### config.mk
export PLATFORM = sky130hd
export DESIGN_NAME = eth_stream_arbiter
export DESIGN_NICKNAME = d
export VERILOG_FILES = /design/src/rtl/eth_stream_arbiter.sv
export SDC_FILE = /design/constraint.sdc
export NUM_CORES = 1
export LEC_CHECK = 0
export CORE_MARGIN = 3
export CORE_UTILIZATION = 46
export DETAILED_ROUTE_END_ITERATION = 12
export GPL_ROUTABILITY_DRIVEN = 0
export PLACE_DENSITY = 0.77
export SLEW_MARGIN = 30
export SYNTH_ARGS = -nofsm -noshare
export SYNTH_HDL_FRONTEND = slang
export SYNTH_SLANG_ARGS = --single-unit
export TNS_END_PERCENT = 10
### constraint.sdc
create_clock -name clk -period 2.3 [get_ports clk]
set_input_delay 0.46 -clock clk [delete_from_list [all_inputs] [get_ports clk]]
set_output_delay 0.46 -clock clk [all_outputs]
set_load 0.01 [all_outputs]
### src/rtl/eth_stream_arbiter.sv
// Round-robin arbiter that drains per-channel byte FIFOs into single frames for one sender.
// Define ETH_ARB_CH_HEADER_EN to prefix each frame with a channel header byte (8'hA0 | channel).
module eth_stream_arbiter #(
  parameter int NCH       = 4,
  parameter int MAX_BURST = 256,
  parameter int TIMEOUT   = 65535
) (
  input  logic             clk,
  input  logic             rst_n,
  input  logic [NCH-1:0]   ch_valid,
  input  logic [8*NCH-1:0] ch_data,
  output logic [NCH-1:0]   ch_rd,
  input  logic             snd_ready,
  input  logic             snd_tx_done,
  output logic             snd_valid,
  output logic [7:0]       snd_data,
  output logic             upper_ready,
  output logic [NCH-1:0]   grant,
  output logic [15:0]      frames_sent,
  output logic             timeout_err
);

  localparam int IW = (NCH > 1) ? $clog2(NCH) : 1;
  localparam int CW = $clog2(MAX_BURST + 1);
  localparam int LW = $clog2(TIMEOUT + 1);
  localparam logic [CW-1:0] CNT_MAX   = CW'(MAX_BURST);
  localparam logic [LW-1:0] LCNT_LOAD = LW'(TIMEOUT - 1);

  typedef enum logic [2:0] {S_IDLE, S_ARB, S_HDR, S_STREAM, S_LAUNCH} state_t;

  state_t           state_q, state_d;
  logic [IW-1:0]    rr_q, rr_d;
  logic [IW-1:0]    gidx_q, gidx_d;
  logic [NCH-1:0]   grant_q, grant_d;
  logic [CW-1:0]    cnt_q, cnt_d;
  logic [LW-1:0]    lcnt_q, lcnt_d;
  logic             snd_valid_q, snd_valid_d;
  logic [7:0]       snd_data_q, snd_data_d;
  logic             upper_ready_q, upper_ready_d;
  logic [15:0]      frames_q, frames_d;
  logic             tout_q, tout_d;

  logic             sel_found;
  logic [IW-1:0]    sel_idx;
  logic [IW-1:0]    cidx;
  int               cand;
  logic             pop;

  // First requester after the last served channel, wrapping modulo NCH.
  always_comb begin
    sel_found = 1'b0;
    sel_idx   = '0;
    cand      = 0;
    cidx      = '0;
    for (int k = 1; k <= NCH; k++) begin
      cand = (int'(rr_q) + k) % NCH;
      cidx = IW'(cand);
      if (!sel_found && ch_valid[cidx]) begin
        sel_found = 1'b1;
        sel_idx   = cidx;
      end
    end
  end

  assign pop = (state_q == S_STREAM) && ch_valid[gidx_q] && (cnt_q < CNT_MAX);

  always_comb begin
    ch_rd         = '0;
    ch_rd[gidx_q] = pop;
  end

  always_comb begin
    state_d       = state_q;
    rr_d          = rr_q;
    gidx_d        = gidx_q;
    grant_d       = grant_q;
    cnt_d         = cnt_q;
    lcnt_d        = lcnt_q;
    snd_valid_d   = snd_valid_q;
    snd_data_d    = snd_data_q;
    upper_ready_d = upper_ready_q;
    frames_d      = frames_q;
    tout_d        = 1'b0;
    case (state_q)
      S_IDLE: begin
        if (snd_ready && (|ch_valid)) state_d = S_ARB;
      end
      S_ARB: begin
        if (sel_found) begin
          grant_d = NCH'(1) << sel_idx;
          gidx_d  = sel_idx;
          cnt_d   = '0;
`ifdef ETH_ARB_CH_HEADER_EN
          state_d = S_HDR;
`else
          state_d = S_STREAM;
`endif
        end else begin
          state_d = S_IDLE;
        end
      end
`ifdef ETH_ARB_CH_HEADER_EN
      S_HDR: begin
        snd_valid_d = 1'b1;
        snd_data_d  = 8'hA0 | 8'(gidx_q);
        state_d     = S_STREAM;
      end
`endif
      S_STREAM: begin
        if (pop) begin
          snd_valid_d = 1'b1;
          snd_data_d  = ch_data[{gidx_q, 3'b000} +: 8];
          cnt_d       = cnt_q + CW'(1);
        end else begin
          snd_valid_d   = 1'b0;
          upper_ready_d = 1'b1;
          lcnt_d        = LCNT_LOAD;
          state_d       = S_LAUNCH;
        end
      end
      S_LAUNCH: begin
        if (snd_tx_done) begin
          state_d       = S_IDLE;
          rr_d          = gidx_q;
          grant_d       = '0;
          upper_ready_d = 1'b0;
          frames_d      = frames_q + 16'd1;
        end else if (lcnt_q == '0) begin
          state_d       = S_IDLE;
          rr_d          = gidx_q;
          grant_d       = '0;
          upper_ready_d = 1'b0;
          tout_d        = 1'b1;
        end else begin
          lcnt_d = lcnt_q - LW'(1);
        end
      end
      default: state_d = S_IDLE;
    endcase
  end

  always_ff @(posedge clk or negedge rst_n) begin
    if (!rst_n) begin
      state_q       <= S_IDLE;
      rr_q          <= IW'(NCH - 1);
      gidx_q        <= '0;
      grant_q       <= '0;
      cnt_q         <= '0;
      lcnt_q        <= '0;
      snd_valid_q   <= 1'b0;
      snd_data_q    <= 8'h00;
      upper_ready_q <= 1'b0;
      frames_q      <= 16'd0;
      tout_q        <= 1'b0;
    end else begin
      state_q       <= state_d;
      rr_q          <= rr_d;
      gidx_q        <= gidx_d;
      grant_q       <= grant_d;
      cnt_q         <= cnt_d;
      lcnt_q        <= lcnt_d;
      snd_valid_q   <= snd_valid_d;
      snd_data_q    <= snd_data_d;
      upper_ready_q <= upper_ready_d;
      frames_q      <= frames_d;
      tout_q        <= tout_d;
    end
  end

  assign snd_valid   = snd_valid_q;
  assign snd_data    = snd_data_q;
  assign upper_ready = upper_ready_q;
  assign grant       = grant_q;
  assign frames_sent = frames_q;
  assign timeout_err = tout_q;

endmodule

======== After elaboration in Yosys (flattened, before gate mapping) ========
Cells that the tools add are included.
storage, ports and cells
  output and inout bits ................... 35
  input bits .............................. 40
  logic and storage cells ................. 111
  bits in registers ....................... 63
cells by class
  eq/ne operators ......................... 10
  magnitude comparators ................... 7
  muxes and demuxes ....................... 47
  reductions and logical operators ........ 26
  shift-type cells ........................ 2
  add/subtract/negate cells ............... 7
  bitwise gates (word level) .............. 1
operator list
  cell                                                                           count
  16-bit 2-to-1 mux                                                              3
  16-bit one-hot mux with 2 select lines                                         1
  32-bit by 6-bit variable part select with 8-bit output                         1
  9-bit 2-to-1 mux                                                               2
  9-bit one-hot mux with 2 select lines                                          1
  1-bit 2-to-1 mux                                                               17
  16-bit by 1-bit adder with 16-bit output (second input constant)               1
  16-bit zero test                                                               1
  16-bit by 1-bit subtractor with 16-bit output (second input constant)          1
  2-bit by 3-bit less-than comparator with 1-bit output (second input constant)  5
  2-bit 2-to-1 mux                                                               7
  3-bit 2-to-1 mux                                                               4
  4-bit 2-to-1 mux                                                               3
  2-bit != test (second input constant)                                          6
  3-bit one-hot mux with 4 select lines                                          1
  3-bit AND reduction                                                            4
  1-bit binary-select mux with 2-bit select                                      5
  9-bit by 1-bit adder with 9-bit output (second input constant)                 1
  9-bit less-than comparator (second input constant)                             1
  4-bit one-hot mux with 2 select lines                                          1
  2-bit AND reduction                                                            4
  2-bit nonzero test                                                             4
  1-bit logical AND                                                              7
  2-bit by 1-bit adder with 2-bit output (second input constant)                 2
  other kinds (14)                                                               17

======== Logic depth before layout (Yosys ltp) ========
  depth in word-level cells ............... 16
  mapped depth ............................ 9
  depth with buffers taken out ............ 7

======== Least setup slack after synthesis ========
Ideal clock, no wire load.
  path kind ............................... register to output
  from .................................... register gidx_q[0]
  to ...................................... output ch_rd[0]
  data required time ...................... 1.840 ns
  stages on the path, launching flop included .. 8
  arrival time ............................ 2.029 ns
  buffers on the path ..................... 4
  setup slack ............................. -0.189 ns
  cell sequence ........................... dfrtp_1 buf_6 mux4_2 or3b_2 buf_2 buf_2 buf_1 nor3_1
on the way
  cells in the longest elaborated chain, start to end .. 5
  elaborated cells on any way between the ends .. 10
  classes of those cells .................. 2 x order compare; 4 x mux; 1 x bitwise; 3 x reduce/logical
ends and longest elaborated chain
  element                                                                                                    line    RTL
  from (decl)                                                                                                33      logic [IW-1:0] gidx_q, gidx_d;
  from (signal assigned)                                                                                     158     gidx_q <= gidx_d;
  2-bit by 3-bit less-than comparator with 1-bit output (not written as such), or another cell as far along  69      ch_rd[gidx_q] = pop;
  1-bit logical AND (not written as such) / 1-bit 2-to-1 mux (equally long branches)                         69, 65
  1-bit 2-to-1 mux (not written as such) / 1-bit logical AND (equally long branches)                         69, 65
  1-bit demux with 2-bit select / 1-bit logical AND (equally long branches)                                  69, 65
  4-bit bitwise AND (no line) *                                                                              n/a
  to (decl)                                                                                                  12      output logic [NCH-1:0] ch_rd,
Every way passes the cells marked *; elsewhere a longest branch is shown, timed or not. The select of a mux whose other input is x is not followed.

======== Worst setup path in the final report ========
  from .................................... register lcnt_q[0]
  to ...................................... register lcnt_q[5]
on the way
  cells in the longest elaborated chain, start to end .. 4
  elaborated cells on any way between the ends .. 7
  classes of those cells .................. 1 x add/sub; 1 x eq/ne; 3 x mux; 2 x reduce/logical
ends and longest elaborated chain
  element                                        line  RTL
  from (decl)                                    36    logic [LW-1:0] lcnt_q, lcnt_d;
  from (signal assigned)                         161   lcnt_q <= lcnt_d;
  16-bit by 1-bit subtractor with 16-bit output  135   lcnt_d = lcnt_q - LW'(1);
  16-bit 2-to-1 mux                              128   end else if (lcnt_q == '0) begin
  16-bit 2-to-1 mux                              122   if (snd_tx_done) begin
  16-bit one-hot mux with 2 select lines         84    case (state_q)
Parallel ways exist; a longest one is shown, timed or not. The select of a mux whose other input is x is not followed.
A chain may end at the register's enable or synchronous reset.

==> impl_metrics.yaml <==
clock_network:
  clkSinkCount: 63
  cts_tree: "yes"
  hold_buffers: 0
  cts-root-buf: "clkbuf_8"
  cts_buffers: 9
  htreeDepth: 3
  cts_buffer_depth: 2
  insertion_delay_ns: 0.35
  clk_pin_slew_worst_paths_ns: 0.07
yosys:
  yosysUniqueCellTypes: 50
  synth_fp_nets: 388
  avgSynthCellArea_um2: 9.95
  netlist_area_mm2: 0.00343
  seq_area_frac_synth_pct: 46.0
  synth_seq_cells: 63
  yosys.area.top_type: "dfrtp_1"
  yosysTopAreaCellShare_pct: 44.5
  netlist_instances: 345
  synth_edf_count: 0
  synthTopCellsByArea: "dfrtp_1, nand2_1, mux2i_1"
  ys.flop_type: "dfrtp_1"
  async_reset_ff_share_pct: 100
  yosysWarningCount: 0
sta:
  setup_viol: 0
  post-route-period-util_pct: 98.5
  skew_ns: 0.00953
  final.min_clock_period_ns: 2.27
  rsz0062_at_grt: "true"
  slew_headroom_pct: 77.5
  hold_violations: 0
  maxSlewViolCount: 0
  finalSetupTns_ns: 0
  fmax_ghz: 0.441
  tightest_slew_ns: 0.337
  setup_slack_ns: 0.0346
layout:
  antenna_cells: 0
  final_cell_mix: "clkdlybuf4s50_1, dfrtp_1, nand2_1"
  final_common_cell: "clkdlybuf4s50_1"
  drive_gt1_share_pct: 20.2
  final_nets: 493
  area_growth_pct: 42.1
detailed_routing:
  drc: 0
  vias: 3012
  wirelength_um: 8790
  post_drt_wl_per_cell_um: 16.0
  drt_first_pass_iters: 4
  vias_per_cell: 5.47
  ant_nets: 0
  drt_iter0_drc: 154
status:
  outcome: "finished clean"
global_routing:
  grt_max_degree: 64
  grt_antenna_before_repair: 0
  track_usage_pct: 21.3
  first_global_vias: 3053
  grt_pass1_wl_um: 14500
  overflow: 0
floorplan:
  die_y_um: 92.4
  die_w_um: 92.4
  rows: 30
  initial_utilization_pct: 48.9
  core_area_mm2: 0.00702
  pin_count: 75
  dieArea_mm2: 0.00854
worst_hold_path:
  hp-class: "in2async"
setup_path:
  cp_data_required_time_ns: 2.56
  startpoint_type: "flop"
  cp_top_family: "compound AO/OA/AOI/OAI gates"
  crit_type: "reg2reg"
  cp_num_buf_inv: 2
  worstPathArrival_ns: 2.53
  worstRegToRegCells: 8
  cp-end-kind: "flop"
  worstPathMaxFanout: 7
  cpMaxStageDelayCell: "a311o_2"
  cp_cell_sequence: "inv_1 > ha_2 > or3b_4 > nor4_4 > a311o_2 > buf_12 > a2111oi_4 > mux2i_1"
  cp_slowest_stage_delay_ns: 0.51
  cp_num_cells: 8
placement:
  port_buffers: 74
  place_ws_ns: -0.572
  dpl.hpwl_um: 5980
power:
  max-vdd-ir-drop_v: 0.000367
  p_per_area_mw_per_mm2: 901
  power_mw: 4.40
  p_leak_nw: 2.02
flow_run:
  maxCapViolations: 0
==> flip-flops by register name, summed over array words and instances, names as in the netlist <==
register and flops:
timeout_err 1, upper_ready 1, frames_sent 16, rr_q 2
grant 4, snd_data 8, cnt_q 9, gidx_q 2
lcnt_q 16, state_q 3, snd_valid 1
==> area by class of cell <==
| class | count | area (µm²) |
|---|---|---|
| Clock buffer | 13 | 159 |
| Clock inverter | 3 | 65.1 |
| Fill cell | 522 | 2140 |
| Inverter | 9 | 33.8 |
| Multi-Input combinational cell | 256 | 1860 |
| Sequential cell | 63 | 1580 |
| Tap cell | 96 | 120 |
| Timing Repair Buffer | 111 | 1060 |
==> Yosys cell counts, types with 2 or more instances <==
| library cell | instances |
|---|---|
| a2111oi_0 | 3 |
| a211oi_1 | 2 |
| a21oi_1 | 16 |
| and2_1 | 2 |
| and3_1 | 10 |
| buf_1 | 3 |
| buf_2 | 2 |
| buf_4 | 4 |
| clkbuf_1 | 7 |
| dfrtp_1 | 61 |
| dfstp_2 | 2 |
| ha_1 | 3 |
| inv_1 | 9 |
| mux2_2 | 3 |
| mux2i_1 | 17 |
| mux4_1 | 2 |
| mux4_2 | 7 |
| nand2_1 | 60 |
| nand2b_1 | 3 |
| nand3_1 | 17 |
| nand3b_1 | 2 |
| nand4_1 | 3 |
| nor2_1 | 31 |
| nor2b_1 | 15 |
| nor3_1 | 3 |
| nor4_2 | 3 |
| o21ai_0 | 10 |
| o32ai_1 | 2 |
| or3b_2 | 3 |
| or4_1 | 4 |
| xnor2_1 | 11 |
| xor2_1 | 7 |
==> per-stage QoR <==
stage	instance area (µm²)	instances	util [%]	hold WS, ns
2_1_floorplan	3470	345	-	0.164
3_3_place_gp	4480	529	63.8	0.458
3_5_place_dp	4480	529	63.8	0.462
4_1_cts	4740	546	67.6	0.124
5_1_grt	4880	551	69.5	0.114
6_report	4880	551	69.5	0.112
==> where the power goes <==
group          leakage, nW  switching (mW)  internal (mW)
Clock                0.114           0.436          0.669
Sequential           0.763           0.165           1.33
Combinational         1.14           0.912          0.882
==> routing by layer <==
| layer | share of wire, % | GRT usage, % | up-vias | routed length, µm |
|---|---|---|---|---|
| met3 | 5.5 | 6.09 | 12 | 480 |
| met1 | 43 | 26.0 | 1489 | 3790 |
| met2 | 50 | 35.9 | 86 | 4380 |
| met4 | 1.6 | 7.30 | 0 | 137 |
| met5 | 0 | 0 | - | 0 |
| li1 | - | - | 1425 | - |
==> final timing paths <==
kind / startpoint / to / slack (ns)
max in group asynchronous: rst_n / rr_q[0]$_DFFE_PN1P_ / 1.87
worst min-delay path: rst_n / frames_sent[5]$_DFFE_PN0P_ / 0.11
worst max register to register: lcnt_q[0]$_DFFE_PN0P_ / lcnt_q[5]$_DFFE_PN0P_ / 0.03
worst min register to register: snd_data[0]$_DFFE_PN0P_ / snd_data[0]$_DFFE_PN0P_ / 0.47
min in group clk: snd_data[0]$_DFFE_PN0P_ / snd_data[0]$_DFFE_PN0P_ / 0.47
worst max-delay path: lcnt_q[0]$_DFFE_PN0P_ / lcnt_q[5]$_DFFE_PN0P_ / 0.03
==> logic make-up (layout without fill, tap and decap cells) <==
group                      after synthesis  count (layout)  share of synthesized area, %
AOI/OAI and AO/OA                       44              44                          8.89
xor gates and xnor gates                18              18                          4.59
adders and majority gates                3               3                          1.09
buffers and inverters                   26             136                          3.57
DFF                                     63              63                          46.0
muxes                                   29              29                          12.1
and+or+nand+nor                        162             162                          23.8
==> worst reg2reg max path, cell delays in order (launching register included) <==
cell       delay [ns]
dfrtp_1          0.41
inv_1            0.06
ha_2             0.17
or3b_4           0.26
nor4_4           0.05
a311o_2          0.51
buf_12           0.18
a2111oi_4        0.30
mux2i_1          0.25
==> repair_timing <==
item	in CTS	in global routing
resized for setup	27	18
pin swaps	2	7
setup endpoints to repair	10	19
buffers inserted	1	4
gates cloned	0	1
(Power assumes the default switching activity.)
